`src/rtl/mutex_arb_pkg.sv`:
```
`default_nettype none
// ============================================================================
//  Module   : mutex_arb_pkg
//  Brief    : Shared state encoding and owner constants for the two-requester
//             mutual-exclusion arbiter.
//  Revision : 1.0 - initial release
// ============================================================================
package mutex_arb_pkg;

    typedef enum logic [1:0] {
        IDLE    = 2'd0,
        GRANT_A = 2'd1,
        GRANT_B = 2'd2,
        GAP     = 2'd3
    } arb_state_t;

    localparam logic OWNER_A = 1'b0;
    localparam logic OWNER_B = 1'b1;

    // Round-robin tie break: the side that did not own the resource last wins.
    function automatic logic tie_winner(input logic last_owner);
        return ~last_owner;
    endfunction

endpackage
`default_nettype wire

```
`src/rtl/mutex_grant_arbiter_timer.sv`:
```
`default_nettype none
// ============================================================================
//  Module   : arb_hold_timer
//  Brief    : Up counter with synchronous clear, count enable and a
//             terminal-count flag compared against a run-time limit.
//             Used both as the hold-limit timer and the release gap timer.
//  Revision : 1.0 - initial release
// ============================================================================
module arb_hold_timer #(
    parameter int WIDTH = 4
) (
    input  logic             clk,
    input  logic             rst,
    input  logic             clr,
    input  logic             en,
    input  logic [WIDTH-1:0] tc_value,
    output logic             tc
);

    logic [WIDTH-1:0] count;

    // Clear has priority over counting so a state change always restarts at 0.
    always_ff @(posedge clk) begin
        if (rst || clr) begin
            count <= '0;
        end else if (en) begin
            count <= count + WIDTH'(1);
        end
    end

    // Terminal count: the counter has reached the programmed last value.
    assign tc = (count == tc_value);

endmodule
`default_nettype wire

```
`src/rtl/mutex_grant_arbiter.sv`:
```
`default_nettype none
// ============================================================================
//  Module   : mutex_grant_arbiter
//  Brief    : Two-requester arbiter with mutually exclusive registered grants,
//             round-robin tie break, hold-limit preemption and a mandatory
//             idle gap between every release and the next grant.
//  Config   : define MUTEX_ASSERT_EN to compile in a clocked simulation
//             checker and grant counters (ports/behaviour unchanged).
//  Revision : 1.0 - initial release
// ============================================================================
module mutex_grant_arbiter #(
    parameter int MAX_HOLD = 8,
    parameter int GAP      = 1
) (
    input  logic clk,
    input  logic rst,
    input  logic req_a,
    input  logic req_b,
    output logic gnt_a,
    output logic gnt_b,
    output logic busy,
    output logic owner,
    output logic preempt
);

    import mutex_arb_pkg::*;

    localparam int HOLD_W = $clog2(MAX_HOLD + 1);
    localparam int GAP_W  = $clog2(GAP + 1);
    localparam logic [HOLD_W-1:0] HOLD_LAST = HOLD_W'(MAX_HOLD - 1);
    localparam logic [GAP_W-1:0]  GAP_LAST  = GAP_W'(GAP - 1);
    // The enum literal GAP is shadowed by the parameter of the same name.
    localparam arb_state_t ST_GAP = mutex_arb_pkg::GAP;

    arb_state_t state;
    arb_state_t next_state;
    logic       last_owner;
    logic       pend_a;
    logic       pend_b;
    logic       eff_a;
    logic       eff_b;
    logic       own_req;
    logic       other_req;
    logic       forced;
    logic       state_change;
    logic       hold_tc;
    logic       gap_tc;

    // Next-state decision: tie break in IDLE, release/preempt in GRANT, gap exit.
    always_comb begin
        eff_a      = req_a | pend_a;
        eff_b      = req_b | pend_b;
        own_req    = 1'b0;
        other_req  = 1'b0;
        forced     = 1'b0;
        next_state = state;
        case (state)
            IDLE: begin
                if (eff_a && eff_b) begin
                    next_state = (tie_winner(last_owner) == OWNER_A) ? GRANT_A : GRANT_B;
                end else if (eff_a) begin
                    next_state = GRANT_A;
                end else if (eff_b) begin
                    next_state = GRANT_B;
                end
            end
            GRANT_A, GRANT_B: begin
                own_req   = (state == GRANT_A) ? req_a : req_b;
                other_req = (state == GRANT_A) ? req_b : req_a;
                if (!own_req) begin
                    next_state = ST_GAP;
                end else if (other_req && hold_tc) begin
                    next_state = ST_GAP;
                    forced     = 1'b1;
                end
            end
            ST_GAP: begin
                if (gap_tc) begin
                    next_state = IDLE;
                end
            end
            default: next_state = IDLE;
        endcase
        state_change = (next_state != state);
    end

    // Hold timer only advances while the other side is waiting; it stays at 0
    // for an uncontested owner so that owner may hold indefinitely.
    arb_hold_timer #(
        .WIDTH (HOLD_W)
    ) u_hold_timer (
        .clk      (clk),
        .rst      (rst),
        .clr      (state_change | ~other_req),
        .en       (other_req),
        .tc_value (HOLD_LAST),
        .tc       (hold_tc)
    );

    arb_hold_timer #(
        .WIDTH (GAP_W)
    ) u_gap_timer (
        .clk      (clk),
        .rst      (rst),
        .clr      (state_change),
        .en       (state == ST_GAP),
        .tc_value (GAP_LAST),
        .tc       (gap_tc)
    );

    // FSM state, round-robin bit, pending requests and registered outputs.
    always_ff @(posedge clk) begin
        if (rst) begin
            state      <= IDLE;
            gnt_a      <= 1'b0;
            gnt_b      <= 1'b0;
            busy       <= 1'b0;
            preempt    <= 1'b0;
            last_owner <= OWNER_B;
            pend_a     <= 1'b0;
            pend_b     <= 1'b0;
        end else begin
            state   <= next_state;
            gnt_a   <= (next_state == GRANT_A);
            gnt_b   <= (next_state == GRANT_B);
            busy    <= (next_state == GRANT_A) || (next_state == GRANT_B);
            preempt <= forced;
            if (state_change && next_state == GRANT_A) begin
                last_owner <= OWNER_A;
            end else if (state_change && next_state == GRANT_B) begin
                last_owner <= OWNER_B;
            end
            // Requests seen during the gap are remembered until served.
            if (state == ST_GAP) begin
                pend_a <= pend_a | req_a;
                pend_b <= pend_b | req_b;
            end else if (state == IDLE) begin
                if (next_state == GRANT_A) pend_a <= 1'b0;
                if (next_state == GRANT_B) pend_b <= 1'b0;
            end
        end
    end

    assign owner = last_owner;

`ifdef MUTEX_ASSERT_EN
    logic        chk_eff_a_q;
    logic        chk_eff_b_q;
    logic        chk_gnt_a_q;
    logic        chk_gnt_b_q;
    logic        chk_released;
    int unsigned chk_low_run;
    int unsigned chk_grants_a;
    int unsigned chk_grants_b;

    // Simulation checker: exclusivity, grant causality and minimum gap.
    always_ff @(posedge clk) begin
        if (gnt_a && gnt_b) begin
            $error("%0t mutex_grant_arbiter: both grants high", $time);
        end
        if (rst) begin
            chk_eff_a_q  <= 1'b0;
            chk_eff_b_q  <= 1'b0;
            chk_gnt_a_q  <= 1'b0;
            chk_gnt_b_q  <= 1'b0;
            chk_released <= 1'b0;
            chk_low_run  <= 0;
        end else begin
            chk_eff_a_q <= eff_a;
            chk_eff_b_q <= eff_b;
            chk_gnt_a_q <= gnt_a;
            chk_gnt_b_q <= gnt_b;
            if (gnt_a && !chk_gnt_a_q) begin
                chk_grants_a <= chk_grants_a + 1;
                if (!chk_eff_a_q) $error("%0t mutex_grant_arbiter: gnt_a rose without request", $time);
            end
            if (gnt_b && !chk_gnt_b_q) begin
                chk_grants_b <= chk_grants_b + 1;
                if (!chk_eff_b_q) $error("%0t mutex_grant_arbiter: gnt_b rose without request", $time);
            end
            if (((gnt_a && !chk_gnt_a_q) || (gnt_b && !chk_gnt_b_q)) && chk_released
                && (chk_low_run < 32'(GAP))) begin
                $error("%0t mutex_grant_arbiter: release gap too short", $time);
            end
            if (gnt_a || gnt_b) begin
                chk_low_run  <= 0;
                chk_released <= 1'b1;
            end else begin
                chk_low_run <= chk_low_run + 1;
            end
        end
    end

    final begin
        $display("mutex_grant_arbiter: grants to A = %0d, grants to B = %0d",
                 chk_grants_a, chk_grants_b);
    end
`endif

endmodule
`default_nettype wire
```
`config.mk`:
```
export PLATFORM = sky130hd
export DESIGN_NAME = mutex_grant_arbiter
export DESIGN_NICKNAME = d
export VERILOG_FILES = /design/src/rtl/mutex_arb_pkg.sv /design/src/rtl/mutex_grant_arbiter_timer.sv /design/src/rtl/mutex_grant_arbiter.sv
export SDC_FILE = /design/constraint.sdc
export NUM_CORES = 1
export LEC_CHECK = 0
export BUFFER_PORTS_ARGS = -buffer_cell sky130_fd_sc_hd__buf_2
export CELL_PAD_IN_SITES_DETAIL_PLACEMENT = 1
export CELL_PAD_IN_SITES_GLOBAL_PLACEMENT = 2
export CORE_UTILIZATION = 30
export DETAILED_ROUTE_END_ITERATION = 7
export PLACE_DENSITY = 0.74
export RECOVER_POWER = 100
export SETUP_SLACK_MARGIN = 0.4
export SLEW_MARGIN = 20
export SYNTH_ARGS = -nofsm -noshare
export SYNTH_HDL_FRONTEND = slang
export SYNTH_SLANG_ARGS = --single-unit
```
`constraint.sdc`:
```
create_clock -name clk -period 2.3 [get_ports clk]
set_input_delay 0 -clock clk [delete_from_list [all_inputs] [get_ports clk]]
set_output_delay 0 -clock clk [all_outputs]
set_load 0.005 [all_outputs]
```
---- Word level (Yosys, flattened, before mapping) ----
Cells that the tools add are included.
cells by class
  add/subtract/negate cells ............... 2
  eq/ne operators ......................... 7
  multiplexer cells ....................... 20
  bitwise logic cells ..................... 6
  reduce and logical (&&, ||, !) cells .... 16
operator list
  cell                                                              count
  2-bit 2-to-1 mux                                                  7
  1-bit 2-to-1 mux                                                  12
  2-bit nonzero test                                                4
  2-bit == test (second input constant)                             3
  2-bit one-hot mux with 3 select lines                             1
  4-bit by 1-bit adder with 4-bit output (second input constant)    1
  2-bit by 1-bit == test with 1-bit output (second input constant)  2
  4-bit by 3-bit == test with 1-bit output (second input constant)  1
  1-bit logical AND                                                 4
  2-bit AND reduction                                               2
  1-bit logical OR                                                  3
  1-bit inverter                                                    3
  1-bit OR                                                          3
  3-bit OR reduction                                                1
  2-bit logical NOT                                                 1
  2-bit != test                                                     1
  2-bit OR reduction                                                1
  1-bit adder (second input constant)                               1
word-level totals
  register bits after elaboration ......... 14
  bits of input ports ..................... 4
  output and inout bits ................... 5
  logic and storage cells ................. 61

---- Longest topological paths before layout ----
  depth in word-level cells ............... 10
  depth in mapped cells ................... 11
  gate-level depth less buffers ........... 11

---- Modules after synthesis ----
A second synthesis with hierarchy kept.
second synthesis, totals
  cell total of the unflattened synthesis .. 94
  area, all modules ....................... 858.3 µm²
by module, submodules not included
  module                          instances  cells each  area an instance (µm²)  seq. area each (µm²)
  mutex_grant_arbiter             1          68          591.8                   180.2
  arb_hold_timer at u_hold_timer  1          22          219.0                   80.1
  arb_hold_timer at u_gap_timer   1          4           47.5                    20.0

---- Worst setup path after synthesis ----
OpenSTA, ideal clock, no wires.
  path type ............................... reg-to-reg
  start ................................... register state[1]
  end ..................................... register last_owner, in the netlist owner
  library setup time ...................... 0.086 ns
  arrival ................................. 2.138 ns
  required time ........................... 2.214 ns
  setup slack ............................. 0.076 ns
  cell stages (with the launch flop) ...... 12
  buffers on the path ..................... 0
  clock period less this slack ............ 2.224 ns
  cell sequence ........................... dfxtp_1 inv_1 ha_1 mux2_4 a21o_1 o21ba_2 o21ai_0 inv_1 ha_1 inv_1 nor2_1 a211oi_1
between the ends
  longest elaborated chain between the ends .. 9
  elaborated cells between the ends (all ways) .. 22
  classes of those cells .................. eq/ne (6); mux (10); reduce/logical (6)
ends and longest elaborated chain
  item                                                    line                                                    text
  from (decl)                                             mutex_grant_arbiter.sv:35                               arb_state_t state;
  from (signal assigned)                                  mutex_grant_arbiter.sv:123                              state <= next_state;
  2-bit by 1-bit == test with 1-bit output                --
  1-bit 2-to-1 mux                                        mutex_grant_arbiter.sv:69                               other_req = (state == GRANT_A) ? req_b : req_a;
  1-bit logical AND                                       mutex_grant_arbiter.sv:72                               end else if (other_req && hold_tc) begin
  2-bit 2-to-1 mux                                        mutex_grant_arbiter.sv:72
  2-bit 2-to-1 mux                                        mutex_grant_arbiter.sv:70                               if (!own_req) begin
  2-bit one-hot mux with 3 select lines (*)               mutex_grant_arbiter.sv:57                               case (state)
  via next_state[0]                                       mutex_grant_arbiter.sv:36                               arb_state_t next_state;
  2-bit != test, or another cell as far along             mutex_grant_arbiter.sv:84                               state_change = (next_state != state);
  1-bit logical AND, on equally long branches             mutex_grant_arbiter.sv:128, mutex_grant_arbiter.sv:130
  1-bit 2-to-1 mux or 2-bit nonzero test (tied branches)  --
  to (signal assigned)                                    mutex_grant_arbiter.sv:119                              last_owner <= OWNER_B;
  to (signal assigned)                                    mutex_grant_arbiter.sv:129                              last_owner <= OWNER_A;
  to (signal assigned)                                    mutex_grant_arbiter.sv:131                              last_owner <= OWNER_B;
  to (decl)                                               mutex_grant_arbiter.sv:37                               logic last_owner;
The timed path passes the listed nets; every way through them passes the cells marked *.
A chain may end at the register's enable or synchronous reset.

---- Worst setup path after layout ----
Same ends and word-level chain as after synthesis.

==> summary.txt <==
status = complete, no violations
sequential share of power = 25.2%
clock skew = 8.71 ps
Post-Synth Adder-Cell Area = 10.2%
most frequent cell after synthesis = dfxtp_1
worst slew pin tran = 354 ps
root buf cell = clkbuf_4
synth warn = 0
Final Hold Slack = 29.2 ps
area of the mapped netlist = 734 µm²
combinational family with the most area after synthesis = compound AO/OA/AOI/OAI gates
f_max = 0.489 GHz
VDD IR max = 0.586 mV
RSZ-0062 raised after global routing = true
pin count of the biggest net entering global routing = 13
Synth Area in Simple Gates = 18.9%
Reg2Reg Setup Slack = 260 ps
DRT Pass-1 Iters = 4
syn_nets = 93
Lkg Pwr = 0.396 nW
fraction of registers with async set/reset = 0%
Worst-path clk slew = 90 ps
worst hold stages = 3
number of synthesized flops with an enable pin = 0
post-synth top area share = 38.2%
Post-Synth XOR/XNOR Area = 3.58%
Crit. End Element = flop
drt first-iter violations = 5
worst skew pair latency = 290 ps
# rows = 17
number of global-route vias before repair = 723
Final nets = 114
CP Class = reg -> reg
Netlist cell types = 32
clock buffer depth = 2
HP Class = in -> reg
hold_buf cts = 0
CTS Buf Count = 3
switching share of power = 41.3%
R2R cell count = 12
ANT nets after route = 0
#FFs+latches synth = 14
Post-synth top cells = dfxtp_1, inv_1, nor2_1, o21ai_0
Remaining DRCs = 0
vias after detailed routing = 671
power per cell area = 1310 nW/µm²
Clock power frac = 13.6%
P_int = 0.793 mW
dpl cells = 120
fin area = 1030 µm²
area grow syn2layout = 40.7%
Switching Power = 0.559 mW
Layout Utilization = 45.8%
ant diodes = 0
Slew Viols, Final = 0
Placeable Area = 2250 µm²
Worst Path Required = 2520 ps
Critical Path AT = 2270 ps
die area = 2650 µm²
post-synthesis mux area share = 3.41%
H-tree Lvls = 1
placed cell areas = 848 µm²
Initial Util = 32.6%
post-DR vias/cell = 5.12
ys flop type = dfxtp_1
Syn Inst Count = 83
setup TNS = 0 ps
max cap viols = 0
startpoint types = flop
post-DP HPWL = 1.41 mm
area leader, netlist = dfxtp_1
Non-Filler Instances = 131
# clock sinks = 14
I/O pin count = 9
Setup violations, final = 0
combinational share of power = 61.3%
WL per Instance = 15.3 µm
initial antenna violation count = 0
fin crit period = 2040 ps
Synth Area in Compound Gates = 21.6%
layout cells sized above 1 = 38.8%
CTS tree = built
first-pass GRT wire length = 3.23 mm
syn_area_per_cell = 8.85 µm²
share of the yosys chip area belonging to registers = 38.2%
grt ovf = 0
Final Wtd Congestion = 0.697
slew margin rel. = 76.1%
Final Cycle Share = 88.9%
crit-path max FO = 5
Die Span Y = 51.5 µm
IO buf count = 8
Die W = 51.5 µm
top cells by area, synth = dfxtp_1, ha_1, o21ai_0
GRT Util Overall = 17.0%
final hold vios = 0
Total Routed Length = 2.00 mm
[per-stage QoR]
stage	total power [mW]	setup slack, ps
final	1.35	256
after global routing	1.45	124
after CTS	1.35	248
after detailed placement	0.924	144
after global placement	0.916	189
after floorplan	0.749	364
[repair_timing]
| action | CTS | global route |
|---|---|---|
| setup endpoints to repair | 11 | 11 |
| pin swaps | 18 | 7 |
| endpoints found under the hold margin | 0 | 0 |
| cloned | 0 | 0 |
| resized for setup | 23 | 8 |
| buffers inserted | 7 | 0 |
[metal layers]
metal / share of wire [%] / global-route usage (%) / routed length (µm) / vias to the layer above
met2: 52 / 31.8 / 1040 / 11
met4: 0.65 / 4.05 / 13 / 0
met3: 3.3 / 5.36 / 66 / 2
met5: 0 / 0 / 0 / -
met1: 44 / 18.0 / 885 / 320
li1: - / - / - / 338
[state kept, by name (all words and copies together) (netlist names)]
register and count:
preempt 1, pend_b 1, u_gap_timer.count 1, busy 1, owner 1, state 2, gnt_a 1, gnt_b 1
u_hold_timer.count 4, pend_a 1
[worst paths after layout]
check,start,to
hold / removal,req_a,preempt
setup / recovery,state[1],owner
hold reg to reg,u_hold_timer.count[0],u_hold_timer.count[0]
setup reg to reg,state[1],owner
[cell families after synthesis]
kind of cell             count (synthesis)
buffers and inverters                    8
multiplexers                             2
XOR/XNOR                                 3
adder cells (fa/ha/maj)                  6
AND/OR/NAND/NOR                         26
flip-flops                              14
AO/OA/AOI/OAI                           24
[worst max-delay path, stage by stage, from the launching register on]
cell	delay, ps
dfxtp_4	370
inv_4	40
buf_4	130
ha_4	290
a31oi_2	50
nor2_2	190
a21oi_1	90
o22ai_1	250
inv_1	130
ha_4	180
inv_4	50
nor2_4	30
a211oi_2	170
[power by group through the flow]
stage / clock [mW] / combinational, mW / sequential (mW)
4_1_cts: 0.188 / 0.822 / 0.336
3_5_place_dp: 0 / 0.583 / 0.341
3_3_place_gp: 0 / 0.578 / 0.338
6_report: 0.184 / 0.828 / 0.340
2_1_floorplan: 0 / 0.408 / 0.340
5_1_grt: 0.196 / 0.908 / 0.345
[final cells by class]
cell class                      instances  area [µm²]
Tap cell                               28        35.0
Fill cell                             284        1220
Inverter                                7        31.3
Clock buffer                            4        36.3
Sequential cell                        14         288
Timing Repair Buffer                   17         111
Multi-Input combinational cell         61         532
[cell usage in the layout, fill, tap and decap left out, drive strengths merged]
| master | instances |
|---|---|
| mux2i | 1 |
| o21ai | 7 |
| a31oi | 1 |
| nand3b | 1 |
| nor2 | 7 |
| o21ba | 1 |
| clkbuf | 7 |
| xnor2 | 2 |
| a21boi | 1 |
| a32oi | 1 |
| or2 | 1 |
| mux2 | 1 |
| and3 | 1 |
| o21bai | 1 |
| and3b | 1 |
| o22ai | 1 |
| a2111oi | 1 |
| xor2 | 1 |
| buf | 14 |
| a21o | 2 |
| inv | 7 |
| dfxtp | 14 |
| a211oi | 1 |
| nor3 | 6 |
| ha | 6 |
| nand4 | 1 |
| o21a | 1 |
| a211o | 1 |
| nand3 | 3 |
| nor3b | 1 |
| o32a | 1 |
| a21oi | 4 |
| nor2b | 4 |
Power figures use the tool's default switching activity.
